--- src/rtl/laser_pkg.sv ---
// rtl/laser_pkg.sv - shared constants, state encoding and point type for the laser coverage blocks
package laser_pkg;
  localparam int N_POINTS  = 40;
  localparam int RADIUS_SQ = 16;
  localparam int COORD_W   = 4;
  localparam int IDX_W     = 6;
  localparam int TIMEOUT   = 4095;
  localparam int WAIT_W    = 12;

  typedef logic [COORD_W-1:0] coord_t;

  typedef struct packed {
    coord_t x;
    coord_t y;
  } point_t;

  typedef enum logic [2:0] {IDLE, ARM, STREAM, WAIT_RES, SCORE, REPORT} state_t;

  function automatic coord_t abs_diff(input coord_t a, input coord_t b);
    return (a > b) ? coord_t'(a - b) : coord_t'(b - a);
  endfunction
endpackage

--- src/rtl/laser_cover_chk.sv ---
// rtl/laser_cover_chk.sv - covered bit: point lies within the coverage radius of either centre
module laser_cover_chk
  import laser_pkg::*;
(
  input  logic [COORD_W-1:0] px,
  input  logic [COORD_W-1:0] py,
  input  logic [COORD_W-1:0] c1x,
  input  logic [COORD_W-1:0] c1y,
  input  logic [COORD_W-1:0] c2x,
  input  logic [COORD_W-1:0] c2y,
  output logic               covered
);
  logic [8:0] dx1, dy1, dx2, dy2, d1, d2;

  // 9-bit sums: worst case 15*15 + 15*15 = 450
  always_comb begin
    dx1 = {5'd0, abs_diff(px, c1x)};
    dy1 = {5'd0, abs_diff(py, c1y)};
    dx2 = {5'd0, abs_diff(px, c2x)};
    dy2 = {5'd0, abs_diff(py, c2y)};
    d1  = dx1 * dx1 + dy1 * dy1;
    d2  = dx2 * dx2 + dy2 * dy2;
    covered = (d1 <= 9'(RADIUS_SQ)) || (d2 <= 9'(RADIUS_SQ));
  end
endmodule

--- src/rtl/laser_host_driver.sv ---
// rtl/laser_host_driver.sv - image store, point streamer, result capture and coverage scorer for the laser solver
module laser_host_driver
  import laser_pkg::*;
(
  input  logic               CLK,
  input  logic               RST,
  input  logic               ld_en,
  input  logic [IDX_W-1:0]   ld_addr,
  input  logic [COORD_W-1:0] ld_x,
  input  logic [COORD_W-1:0] ld_y,
  input  logic               start,
  output logic               busy,
  output logic [COORD_W-1:0] X,
  output logic [COORD_W-1:0] Y,
  input  logic               DONE,
  input  logic [COORD_W-1:0] C1X,
  input  logic [COORD_W-1:0] C1Y,
  input  logic [COORD_W-1:0] C2X,
  input  logic [COORD_W-1:0] C2Y,
  output logic [COORD_W-1:0] res_c1x,
  output logic [COORD_W-1:0] res_c1y,
  output logic [COORD_W-1:0] res_c2x,
  output logic [COORD_W-1:0] res_c2y,
  output logic [IDX_W-1:0]   score,
  output logic               res_valid,
  output logic               timeout
);
  localparam logic [IDX_W-1:0] LAST_IDX = IDX_W'(N_POINTS - 1);

  state_t              state;
  logic [IDX_W-1:0]    idx;
  logic [IDX_W-1:0]    nxt_idx;
  logic [WAIT_W-1:0]   wait_cnt;
  logic                seen_low;
  logic                covered;
  point_t              mem [N_POINTS];
  point_t              cur_pt;
  point_t              nxt_pt;

  assign nxt_idx = (idx == LAST_IDX) ? '0 : idx + 1'b1;
  assign cur_pt  = mem[idx];
  assign nxt_pt  = mem[nxt_idx];

  // Image memory is deliberately left out of reset
  always_ff @(posedge CLK) begin
    if (!RST && state == IDLE && ld_en && ld_addr < IDX_W'(N_POINTS))
      mem[ld_addr] <= '{x: ld_x, y: ld_y};
  end

  laser_cover_chk u_cover_chk (
    .px      (cur_pt.x),
    .py      (cur_pt.y),
    .c1x     (res_c1x),
    .c1y     (res_c1y),
    .c2x     (res_c2x),
    .c2y     (res_c2y),
    .covered (covered)
  );

  always_ff @(posedge CLK) begin
    if (RST) begin
      state     <= IDLE;
      idx       <= '0;
      wait_cnt  <= '0;
      seen_low  <= 1'b0;
      busy      <= 1'b0;
      X         <= '0;
      Y         <= '0;
      res_c1x   <= '0;
      res_c1y   <= '0;
      res_c2x   <= '0;
      res_c2y   <= '0;
      score     <= '0;
      res_valid <= 1'b0;
      timeout   <= 1'b0;
    end else begin
      res_valid <= 1'b0;
      case (state)
        IDLE: if (start) begin
          busy    <= 1'b1;
          timeout <= 1'b0;
          score   <= '0;
          res_c1x <= '0;
          res_c1y <= '0;
          res_c2x <= '0;
          res_c2y <= '0;
          state   <= ARM;
        end
        ARM: if (DONE) begin
          X     <= mem[0].x;
          Y     <= mem[0].y;
          idx   <= '0;
          state <= STREAM;
        end
        STREAM: begin
          if (idx == LAST_IDX) begin
            X        <= '0;
            Y        <= '0;
            idx      <= '0;
            wait_cnt <= '0;
            seen_low <= 1'b0;
            state    <= WAIT_RES;
          end else begin
            idx <= nxt_idx;
            X   <= nxt_pt.x;
            Y   <= nxt_pt.y;
          end
        end
        // A result only counts once the solver has been seen busy (DONE low)
        WAIT_RES: begin
          if (seen_low && DONE) begin
            res_c1x <= C1X;
            res_c1y <= C1Y;
            res_c2x <= C2X;
            res_c2y <= C2Y;
            idx     <= '0;
            state   <= SCORE;
          end else if (wait_cnt == WAIT_W'(TIMEOUT - 1)) begin
            timeout   <= 1'b1;
            score     <= '0;
            res_c1x   <= '0;
            res_c1y   <= '0;
            res_c2x   <= '0;
            res_c2y   <= '0;
            res_valid <= 1'b1;
            state     <= REPORT;
          end else begin
            wait_cnt <= wait_cnt + 1'b1;
            if (!DONE) seen_low <= 1'b1;
          end
        end
        SCORE: begin
          if (covered) score <= score + 1'b1;
          if (idx == LAST_IDX) begin
            idx       <= '0;
            res_valid <= 1'b1;
            state     <= REPORT;
          end else begin
            idx <= nxt_idx;
          end
        end
        REPORT: begin
          busy  <= 1'b0;
          state <= IDLE;
        end
        default: state <= IDLE;
      endcase
    end
  end
endmodule

--- config.mk ---
export PLATFORM = sky130hd
export DESIGN_NAME = laser_host_driver
export DESIGN_NICKNAME = d
export VERILOG_FILES = /design/src/rtl/laser_pkg.sv /design/src/rtl/laser_cover_chk.sv /design/src/rtl/laser_host_driver.sv
export SDC_FILE = /design/constraint.sdc
export NUM_CORES = 1
export LEC_CHECK = 0
export CAP_MARGIN = 20
export CORE_MARGIN = 5
export CORE_UTILIZATION = 40
export DETAILED_ROUTE_END_ITERATION = 7
export PLACE_DENSITY = 0.57
export SLEW_MARGIN = 40
export SYNTH_ARGS = -nofsm -noshare
export SYNTH_HDL_FRONTEND = slang
export SYNTH_SLANG_ARGS = --single-unit
--- constraint.sdc ---
create_clock -name CLK -period 20.8 [get_ports CLK]
set_input_delay 4.16 -clock CLK [delete_from_list [all_inputs] [get_ports CLK]]
set_output_delay 4.16 -clock CLK [all_outputs]
set_load 0.01 [all_outputs]
## Word-level counts from Yosys, hierarchy flattened

Memory sizes are Yosys's and may differ from the RTL's. A register that Yosys moved wholly into a read port is not among the register bits.
Cells that the tools add are included.

- $add $sub $neg: 13
- Multiply operators: 4
- Order comparisons: 7
- Equal/unequal tests: 18
- Multiplexer cells: 60
- Reductions and logical operators: 23

Operators by type and width:

| operator | number |
|---|---|
| $mux 6 | 10 |
| $mux 4 | 14 |
| $pmux 4 s2 | 6 |
| $mux 12 | 3 |
| $pmux 6 s3 | 2 |
| $mul 4x4->8 | 4 |
| $sub 4x4->4 | 8 |
| $pmux 12 s2 | 1 |
| $ne 2x2->1 const B | 10 |
| $add 8x8->9 | 2 |
| $le 9x5->1 const B | 2 |
| $mux 3 | 6 |
| $gt 4x4->1 | 4 |
| $pmux 3 s5 | 1 |
| $reduce_and 5->1 | 3 |
| $mux 1 | 13 |
| $add 12x1->12 const B | 1 |
| $add 6x1->6 const B | 2 |
| $eq 12x12->1 const B | 1 |
| $pmux 1 s2 | 4 |
| $reduce_and 4->1 | 2 |
| $reduce_bool 2->1 | 4 |
| $eq 3x2->1 const B | 2 |
| $eq 3x3->1 const B | 2 |
| other kinds (12) | 18 |

- Register bits after elaboration: 55
- Bits in writable memories: 320
- Output and inout bits: 33
- Logic and storage cells: 140
- Memories: 1

Memory list:

| memory | depth | width | rd ports | clocked after Yosys merged registers in | wr ports | RTL line | text |
|---|---|---|---|---|---|---|---|
| mem | 40 | 8 | 3 | 1 | 1 | laser_host_driver.sv:36 | `point_t mem [N_POINTS];` |

## Longest topological paths before layout

- Word-level depth: 8
- Gate-level depth with buffers: 34
- Mapped depth without buffers: 29

## Modules after synthesis

A second synthesis with hierarchy kept.

- Cell total of the unflattened synthesis: 1612
- Area total of the unflattened synthesis: 20661.1 µm²

Modules (own cells, without submodules):

| module | times used | cells an instance | area an instance (µm²) |
|---|---|---|---|
| laser_host_driver | 1 | 1282 | 17905.9 |
| laser_cover_chk | 1 | 330 | 2755.1 |

## Worst setup path after synthesis

OpenSTA, ideal clock, no wires.

- Kind: register to register
- Start point: register (tool-made name)
- End point: register score[4]
- Data arrival time: 7.877 ns
- Required time: 20.685 ns
- Setup slack: 12.808 ns
- Cell stages (with the launch flop): 31
- Path through: dfxtp_1 > buf_2 > buf_2 > mux4_2 > mux4_2 > mux2_2 > o21ai_1 > inv_1 > fa_1 > a21o_1 > a21oi_1 > a41oi_1 > mux2i_1 > xnor2_1 > or2_2 > fa_1 > fa_1 > fa_1 > inv_1 > fa_1 > ha_1 > inv_1 > fa_1 > inv_1 > a21o_1 > a21oi_1 > xor2_1 > a311oi_1 > clkbuf_1 > nor4_1 > o21ba_2

RTL lines:

| element | RTL line | text |
|---|---|---|
| end signal, assigned | laser_host_driver.sv:133 | `if (covered) score <= score + 1'b1;` |
| end, declared | laser_host_driver.sv:24 | `output logic [IDX_W-1:0] score,` |

==> summary.md <==
| Metric | Value |
|---|---|
| DR vias/cell | 5.97 |
| Routability cong. | 0.907 |
| CP delay by family, top | adder cells |
| Worst path slowest cell | a311oi_2 |
| Area fraction of the dominant cell type after synthesis | 0.471 |
| I/O Buffers | 67 |
| Antenna Nets Post-Route | 0 |
| Post-synth cell types | 67 |
| Final period util | 0.456 |
| Setup Buffers After CTS | 0 |
| # placed instances | around 2,300 |
| ANT cells | 0 |
| Fraction of layout cells with a size suffix above 1 | 0.157 |
| Post-Syn Area | 20,400 sq um |
| Rel. slew slack | 0.351 |
| Post-cts sizing count | 0 |
| DRC viols | 0 |
| RSZ-0062 raised after global routing | no |
| Hold Vio Cnt, Final | 0 |
| First-pass GRT wire length | ~90,000 um |
| CP endpoint kind | flop |
| DIE AREA | between 50,000 and 60,000 sq um |
| GRT Util Overall | 0.217 |
| Peak supply drop | between 0.00004 and 0.00005 V |
| Kind of critical path | flop to flop |
| Setup_tns | 0 ns |
| Synth Register Bits | around 380 |
| Yosys top cell by area | edfxtp_1 |
| Multi-input logic area | 8920 sq um |
| Synth async-reset ratio | 0 |
| Area growth from synthesis to layout | 14.5% |
| Initial core utilization | 0.406 |
| Most common cell after layout, fill and taps aside | edfxtp_1 |
| CP Buf/Inv Count | 6 |
| Number of synthesized flops with an enable pin | 320 |
| 1st-iter DRT viols | 1,701 |
| Drt first pass iters | 6 |
| Most frequent cells in the layout | 320 x edfxtp_1, 214 x nand2_1, 102 x mux4_2, 100 x nor2_1, 87 x inv_1 |
| Detail Placement HPWL | 40,800 um |
| Initial antenna violation count | 0 |
| Die X-Extent | roughly 240 um |
| Vias in the first global route | about 14,000 |
| Least-Margin Pin Slew | 0.974 ns |
| DRT Wirelength | 61,700 um |
| CP Data Required Time | 21.26 ns |
| Num rows | 82 |
| Worst R2R Setup Slack | 11.32 ns |
| Pleak | 8.03 nW |
| CTS tree | built |
| Register area share after synthesis | 0.531 |
| Num CTS Buffers | between 40 and 50 |
| Die Span Y | 236 um |
| Hold crit path type | flop to flop |
| Sink Count | between 300 and 400 |
| Worst-Skew Late Latency | 0.57 ns |
| GRT overflow | 0 |
| Arr. time, crit path | a little under 10 ns |
| Fmax | 106 MHz |
| Filler cell count | 4,479 |
| Hold buffers post-CTS | 0 |
| Drt wl/cell | between 20 and 30 um |
| Avg Synthesized Cell Area | 12.5 sq um |
| Largest net degree at the start of global routing | 132 |
| Maxcap violations | 0 |
| Core Util, Final | 0.465 |
| Routed vias | ~14,000 |
| Synth Net Count | ~1,800 |
| Tmin final | 9.48 ns |
| Synth warn | 0 |
| Status | finished, final reports clean |
| Power density over cell area | 81.5 nW/um^2 |
| Synth Instances | 1,635 |
| Final setup viols | 0 |
| Non-Filler Instances | approximately 2,400 |
| H-tree depth | 2 |
| Final Skew | 0.0178 ns |
| I/O pins | 68 |
| Sequential Area | 10,800 sq um |
| Layout net count | 1,822 |
| CTS root buffer | clkbuf_16 |
| Main flop type after synthesis | edfxtp_1 |
| Synth top area cells | edfxtp_1 47%, mux4_2 11%, dfxtp_1 6.0% |
| CP max stage delay | 0.66 ns |
| CP max FO | 38 |
| Most used cell, CP | fa_1 |
| Max clock buf depth | 3 |
| Clk pin slew, worst setup/hold paths | ~0.060 ns |
| Setup crit start kind | flop |
| Slew Viols, Final | 0 |
| Core Footprint | 50,300 sq um |
cells by family after synthesis:
group	Yosys count	share of synthesized area
AND/OR/NAND/NOR	533	0.120
buffers and inverters	181	0.0386
multiplexers	161	0.142
AO/OA/AOI/OAI	250	0.0844
adder cells (fa/ha/maj)	98	0.0711
XOR/XNOR	31	0.0137
flip-flops	381	0.531
worst register-to-register path: cells and delay by family (launching register included):
family	cells	cell delay [ns]
buffers and inverters	6	1.29
AOI/OAI and AO/OA	8	1.92
muxes	4	1.58
adders and majority gates	7	3.16
DFF	1	0.64
and+or+nand+nor	2	0.45
xor gates and xnor gates	2	0.36
sequential cells by signal, indices dropped and copies added, names as in the netlist, named ones only:
name       count
res_valid      1
X              4
Y              4
res_c1y        4
mem          320
idx            6
res_c2y        4
busy           1
timeout        1
seen_low       1
state          3
res_c1x        4
score          6
res_c2x        4
wait_cnt      12
synth_stat cells, drive strengths merged (8+ instances only):
| master | n |
|---|---|
| a32oi | 25 |
| mux2i | 51 |
| mux2 | 8 |
| nand2b | 18 |
| edfxtp | 320 |
| xnor2 | 12 |
| o21ai | 34 |
| dfxtp | 61 |
| fa | 30 |
| clkbuf | 40 |
| a22oi | 21 |
| a311oi | 9 |
| nor2b | 8 |
| inv | 87 |
| buf | 53 |
| o22ai | 10 |
| ha | 68 |
| and2 | 8 |
| nor3 | 9 |
| a21oi | 59 |
| xor2 | 19 |
| nor2 | 133 |
| a31oi | 18 |
| nand2 | 214 |
| mux4 | 102 |
| nand3b | 13 |
| nand3 | 69 |
| a21o | 17 |
| nand4 | 22 |
| o311ai | 10 |
path summary, 6_finish.rpt:
check	start	end	cells after the start
hold reg to reg	timeout$_SDFFE_PP0P_	timeout$_SDFFE_PP0P_	2
setup reg to reg	flop	score[4]$_SDFFE_PP0P_	29
hold / removal	timeout$_SDFFE_PP0P_	timeout$_SDFFE_PP0P_	2
setup / recovery	flop	score[4]$_SDFFE_PP0P_	29
layer usage:
layer / share of wire / global-route usage
met4: 0.030 / 0.0639
met1: 0.41 / 0.307
met2: 0.46 / 0.336
met3: 0.10 / 0.0494
met5: 0 / 0
through the flow:
step	cell area, sq um	hold slack [ns]	total power [mW]	setup slack [ns]
CTS	23400	0.474	1.92	11.07
global placement	21800	0.463	1.11	10.76
floorplan	20400	0.479	1.03	12.81
global route	23400	0.504	1.98	10.71
finish	23400	0.467	1.91	11.32
detailed placement	21900	0.466	1.11	11.08
power by group:
| part | total [mW] | internal (mW) | switching (mW) |
|---|---|---|---|
| clock | 0.807 | 0.495 | 0.312 |
| sequential | 0.839 | 0.831 | 0.00858 |
| combinational | 0.259 | 0.109 | 0.150 |
layout make-up:
type / instances / share of cell area
Tap cell: 672 / 0.0360
Clock buffer: 55 / 0.0498
Inverter: 88 / 0.0141
Sequential cell: 381 / 0.464
Timing Repair Buffer: 102 / 0.0409
Clock inverter: 24 / 0.0140
Multi-Input combinational cell: 1073 / 0.382
(Power assumes the default switching activity.)
==> RTL edit 1 (same flow settings) <==
The 6 states of `state_t` get a Gray code encoding in 3 bits.
--- a/src/rtl/laser_pkg.sv
+++ b/src/rtl/laser_pkg.sv
@@ -16,3 +16,3 @@
 
-  typedef enum logic [2:0] {IDLE, ARM, STREAM, WAIT_RES, SCORE, REPORT} state_t;
+  typedef enum logic [2:0] {IDLE = 3'b000, ARM = 3'b001, STREAM = 3'b011, WAIT_RES = 3'b010, SCORE = 3'b110, REPORT = 3'b111} state_t;
 
Formal check against the unedited RTL: no difference found for any inputs over 4 cycles, from zero or initial values and one cycle with RST high; so few cycles prove little.
==> RTL edit 1 against the original RTL <==
  * Count of clock-buffer cells in the layout up 3
  * Maximum frequency fell by 1.8%
  * Largest power group unchanged
  * Wire length fell by 4.4%
  * Cell area is 0.60% lower
  * Non-clock buffer count increased by 1
  * Setup slack got worse by 0.17 ns
  * Area after synthesis shrank 0.65%
  * Critical endpoint unchanged
  * Power down 7.6%
  * Sequential cell count did not move
==> RTL edit 1: results (changes against the original RTL) <==
\begin{tabular}{lr}
\hline
Metric & Value \\
\hline
\multicolumn{2}{l}{\textbf{Critical path}} \\
Arrival time worst endpoint & 10.10 ns (+0.16 ns) \\
R2r setup slk & 11.15 ns (-0.17 ns) \\
Worst Reg2Reg Path Length in Cells & 28 (-3.4\%) \\
Cell with the largest stage delay on the worst path & sky130\_fd\_sc\_hd\_\_o21ai\_0 \\
\multicolumn{2}{l}{\textbf{Global routing}} \\
Vias in the first global route & 13200 (-3.8\%) \\
First-pass GRT wire length & 87.2 mm (-4.9\%) \\
All-Layer GR Usage & 0.208 (-0.00834) \\
Pin count of the biggest net entering global routing & 63 (-52\%) \\
\multicolumn{2}{l}{\textbf{Synth}} \\
Distinct cell type count after synthesis & 73 (+9.0\%) \\
Cell types with the highest counts after synthesis & sky130\_fd\_sc\_hd\_\_edfxtp\_1 (320), sky130\_fd\_sc\_hd\_\_mux4\_2 (143), sky130\_fd\_sc\_hd\_\_nor2\_1 (133) \\
Part of the Yosys area used for sequential elements & 0.534 (+0.00347) \\
\multicolumn{2}{l}{\textbf{Layout}} \\
Inverter count & 93 (+5.7\%) \\
Clk\_buf instances & 58 (+5.5\%) \\
Fraction of layout cells with a size suffix above 1 & 0.207 (+0.0498) \\
Number of fill cells & 4371 (-2.4\%) \\
Register cell area after layout & 10800 sq um (about the same) \\
Total inserted antenna cells & 1 (+1) \\
Non-clock buffer contribution to total cell area & 0.0411 (+0.000193) \\
Fraction of area in multi-input gates & 0.382 (about the same) \\
Bufs w/o clock & 103 (+0.98\%) \\
\multicolumn{2}{l}{\textbf{Detailed routing}} \\
Number of DRC markers after the initial detailed-route iteration & 1403 (-18\%) \\
First-pass iteration count of the detailed router & 7 (+1) \\
Final routed wire length divided by cell count & 26.8 microns (+4.1\%) \\
\multicolumn{2}{l}{\textbf{Power}} \\
Peak ir drop on the vdd network & 50.8 uV (+5.4\%) \\
Leakage power & 0.00786 uW (-2.1\%) \\
\multicolumn{2}{l}{\textbf{Hold path}} \\
Startpoint of the worst hold path & seen\_low \\
End of the worst hold path & seen\_low \\
\multicolumn{2}{l}{\textbf{Place}} \\
RePlAce Congestion & 0.876 (-3.4\%) \\
\multicolumn{2}{l}{\textbf{Status}} \\
Result of the run & complete, no violations \\
\multicolumn{2}{l}{\textbf{Floorplan}} \\
Initial core utilization & 0.404 (-0.00181) \\
\hline
\end{tabular}
RTL edit 1: routing by layer:
| metal | routed length, microns | part of all wire | vias up | GRT usage |
|---|---|---|---|---|
| met5 | 0 | 0 | - | 0 |
| met4 | 1450 | 0.025 | 0 | 0.0533 |
| met3 | 4950 | 0.084 | 91 | 0.0429 |
| met2 | 27700 | 0.47 | 614 | 0.332 |
| met1 | 24900 | 0.42 | 6769 | 0.295 |
| li1 | - | - | 5663 | - |
RTL edit 1: worst max-delay path, delay by kind of cell (launching register included):
family          cells  cell delay, ns
fa+ha+maj           7            3.02
compound gates      7            2.03
mux                 5            1.89
buf+inv             5            1.21
flops               1            0.50
simple gates        2            0.46
xor+xnor            2            0.33
RTL edit 1: kinds of logic (layout without fill, tap and decap cells):
logic type                 count (synthesis)  count (layout)  share of synthesized area
other                                      0               1                          0
xor gates and xnor gates                  32              32                     0.0138
AOI/OAI and AO/OA                        194             194                     0.0668
adders and majority gates                 98              98                     0.0716
muxes                                    212             212                      0.202
buffers and inverters                    165             274                     0.0363
and+or+nand+nor                          335             335                     0.0753
DFF                                      381             381                      0.534
RTL edit 1: power by group:
part / switching (uW) / internal, uW
sequential: 5.89 / 830
combinational: 97.0 / 72.4
clock: 313 / 443
total: 416 / 1340
RTL edit 1: through the flow:
step | total power (uW) | hold WS, ns | instance area (sq um) | cells | setup slack [ns]
5_1_grt | 1820 | 0.552 | 23200 | 2198 | 10.57
2_1_floorplan | 962 | 0.437 | 20300 | 1417 | 12.40
4_1_cts | 1770 | 0.502 | 23200 | 2197 | 10.90
3_3_place_gp | 1020 | 0.457 | 21700 | 2119 | 10.78
3_5_place_dp | 1020 | 0.487 | 21800 | 2119 | 10.92
6_report | 1760 | 0.502 | 23200 | 2199 | 11.15
==> RTL edit 2 (same settings) <==
Without the edit above. The package constant `IDX_W` goes from 6 to 5.
--- a/src/rtl/laser_pkg.sv
+++ b/src/rtl/laser_pkg.sv
@@ -5,3 +5,3 @@
   localparam int COORD_W   = 4;
-  localparam int IDX_W     = 6;
+  localparam int IDX_W     = 5;
   localparam int TIMEOUT   = 4095;
Ports: changed (resized ld_addr and score); port bits go from 68 to 66. The function was not compared with the original's and may differ.
==> RTL edit 2 against the original RTL <==
  * Cell area fell by 15%
  * Setup slack improved by 0.39 ns
  * Area after synthesis fell by 17%
  * Count of clock-buffer cells in the layout fell by 5
  * Synthesized cell count fell by 30%
  * Maximum frequency rose by 4.3%
  * Utilization rose by 1.2 points
  * Wire length fell by 38%
  * Power fell by 13%
  * Critical path depth fell by 4
  * Sequential cell count fell by 67
  * Non-clock buffer count fell by 18
  * Critical path type unchanged
  * Largest power group unchanged
  * Highest routed layer unchanged
==> RTL edit 2: results (changes against the original RTL) <==
\begin{tabular}{lr}
\hline
Metric & Value \\
\hline
\multicolumn{2}{l}{\textbf{Critical path}} \\
Cell with the largest stage delay on the worst path & sky130\_fd\_sc\_hd\_\_dfxtp\_4 \\
Worst Reg2Reg Path Length in Cells & 25 (-14\%) \\
R2r setup slk & 11.71 ns (+0.39 ns) \\
Largest stage delay on the critical path & 0.64 ns (-0.02 ns) \\
Arrival time worst endpoint & 9.56 ns (-0.38 ns) \\
Critical Path Fanout Max & 43 (+13\%) \\
\multicolumn{2}{l}{\textbf{Power}} \\
Power dissipated in combinational cells & 295 uW (+14\%) \\
Leakage power & 0.00735 uW (-8.4\%) \\
Clock power share & 0.373 (-0.051) \\
Internal & 1230 uW (-14\%) \\
Peak ir drop on the vdd network & 43.3 uV (-10\%) \\
\multicolumn{2}{l}{\textbf{Status}} \\
Result of the run & complete, no violations \\
\multicolumn{2}{l}{\textbf{Place}} \\
Placed cell count & 1898 (-18\%) \\
RePlAce Congestion & 0.829 (-8.5\%) \\
Half-perimeter wire length after detailed placement & 25.7 mm (-37\%) \\
Port Buf Inserts & 65 (-3.0\%) \\
\multicolumn{2}{l}{\textbf{Synth}} \\
Distinct cell type count after synthesis & 65 (-3.0\%) \\
Top cells by area in the synthesized netlist & sky130\_fd\_sc\_hd\_\_edfxtp\_1 (46\%), sky130\_fd\_sc\_hd\_\_mux4\_2 (18\%), sky130\_fd\_sc\_hd\_\_dfxtp\_1 (6.9\%) \\
Part of the Yosys area used for sequential elements & 0.525 (-0.00530) \\
Cell types with the highest counts after synthesis & sky130\_fd\_sc\_hd\_\_edfxtp\_1 (256), sky130\_fd\_sc\_hd\_\_mux4\_2 (131), sky130\_fd\_sc\_hd\_\_inv\_1 (75) \\
Proportion of register bits with asynchronous set or reset after synthesis & 0 (unchanged) \\
Mapped Avg Cell Area & 14.7 sq um (+18\%) \\
Number of synthesized flops with an enable pin & 256 (-20\%) \\
\multicolumn{2}{l}{\textbf{Global routing}} \\
All-Layer GR Usage & 0.167 (-0.0494) \\
Vias in the first global route & 10500 (-23\%) \\
First-pass GRT wire length & 60.2 mm (-34\%) \\
\multicolumn{2}{l}{\textbf{Detailed routing}} \\
Sum of routed wire length over all layers & 38.3 mm (-38\%) \\
Overall via count from detail\_route & 10300 (-28\%) \\
Number of DRC markers after the initial detailed-route iteration & 580 (-66\%) \\
First-pass iteration count of the detailed router & 5 (-1) \\
\multicolumn{2}{l}{\textbf{Layout}} \\
Fraction of layout cells with a size suffix above 1 & 0.169 (+0.0115) \\
Largest registers & mem (256), wait\_cnt (12) \\
Number of fill cells & 3731 (-17\%) \\
Number of standard cells in the layout, taps in and fillers out & 1961 (-18\%) \\
Number of nets at the end of the flow & 1529 (-16\%) \\
Total inserted antenna cells & 0 (unchanged) \\
\multicolumn{2}{l}{\textbf{Clocking}} \\
Worst skew pair latency & 0.54 ns (-0.03 ns) \\
Cts bufs inserted & 36 (-16\%) \\
\multicolumn{2}{l}{\textbf{STA}} \\
Worst Tran Pin Value & 0.781 ns (-0.193 ns) \\
\hline
\end{tabular}
RTL edit 2: cells by family (layout without fill, tap and decap cells):
family,count (synthesis),in the layout,share of synthesized area
buffers and inverters,134,222,0.0333
other,1,192,0.000223
adders and majority gates,98,98,0.0862
AOI/OAI and AO/OA,163,163,0.0686
DFF,314,314,0.525
muxes,187,187,0.209
xor gates and xnor gates,22,22,0.0114
and+or+nand+nor,224,224,0.0663
RTL edit 2: how the worst max path moves through the flow:
stage          startpoint        to  slack (ns)
5_1_grt         flip-flop  score[3]       11.07
2_1_floorplan   flip-flop  score[4]       12.52
4_1_cts         flip-flop  score[4]       11.60
3_5_place_dp    flip-flop  score[4]       11.60
3_3_place_gp    flip-flop  score[4]       11.50
6_report        flip-flop  score[4]       11.71
RTL edit 2: area by class of cell:
class | instances | share of cell area
timing repair buffer | 84 | 0.0401
tap | 539 | 0.0338
clock buffer | 50 | 0.0498
sequential | 314 | 0.444
multi-input combinational | 886 | 0.412
clock inverter | 13 | 0.00677
inverter | 75 | 0.0141
RTL edit 2: per-stage QoR:
step | setup slack [ns] | hold slack, ns | utilization | total power (uW)
after floorplan | 12.52 | 0.466 | - | 967
final | 11.71 | 0.475 | 0.477 | 1650
after detailed placement | 11.60 | 0.471 | 0.450 | 1050
after global placement | 11.50 | 0.468 | 0.448 | 1040
after global routing | 11.07 | 0.500 | 0.477 | 1740
after CTS | 11.60 | 0.479 | 0.477 | 1670
RTL edit 2: layer usage:
layer | up-vias | share of wire | track usage
met4 | 0 | 0.026 | 0.0523
met1 | 5155 | 0.44 | 0.225
met3 | 62 | 0.051 | 0.0301
met2 | 232 | 0.48 | 0.278
li1 | 4806 | - | -
met5 | - | 0 | 0
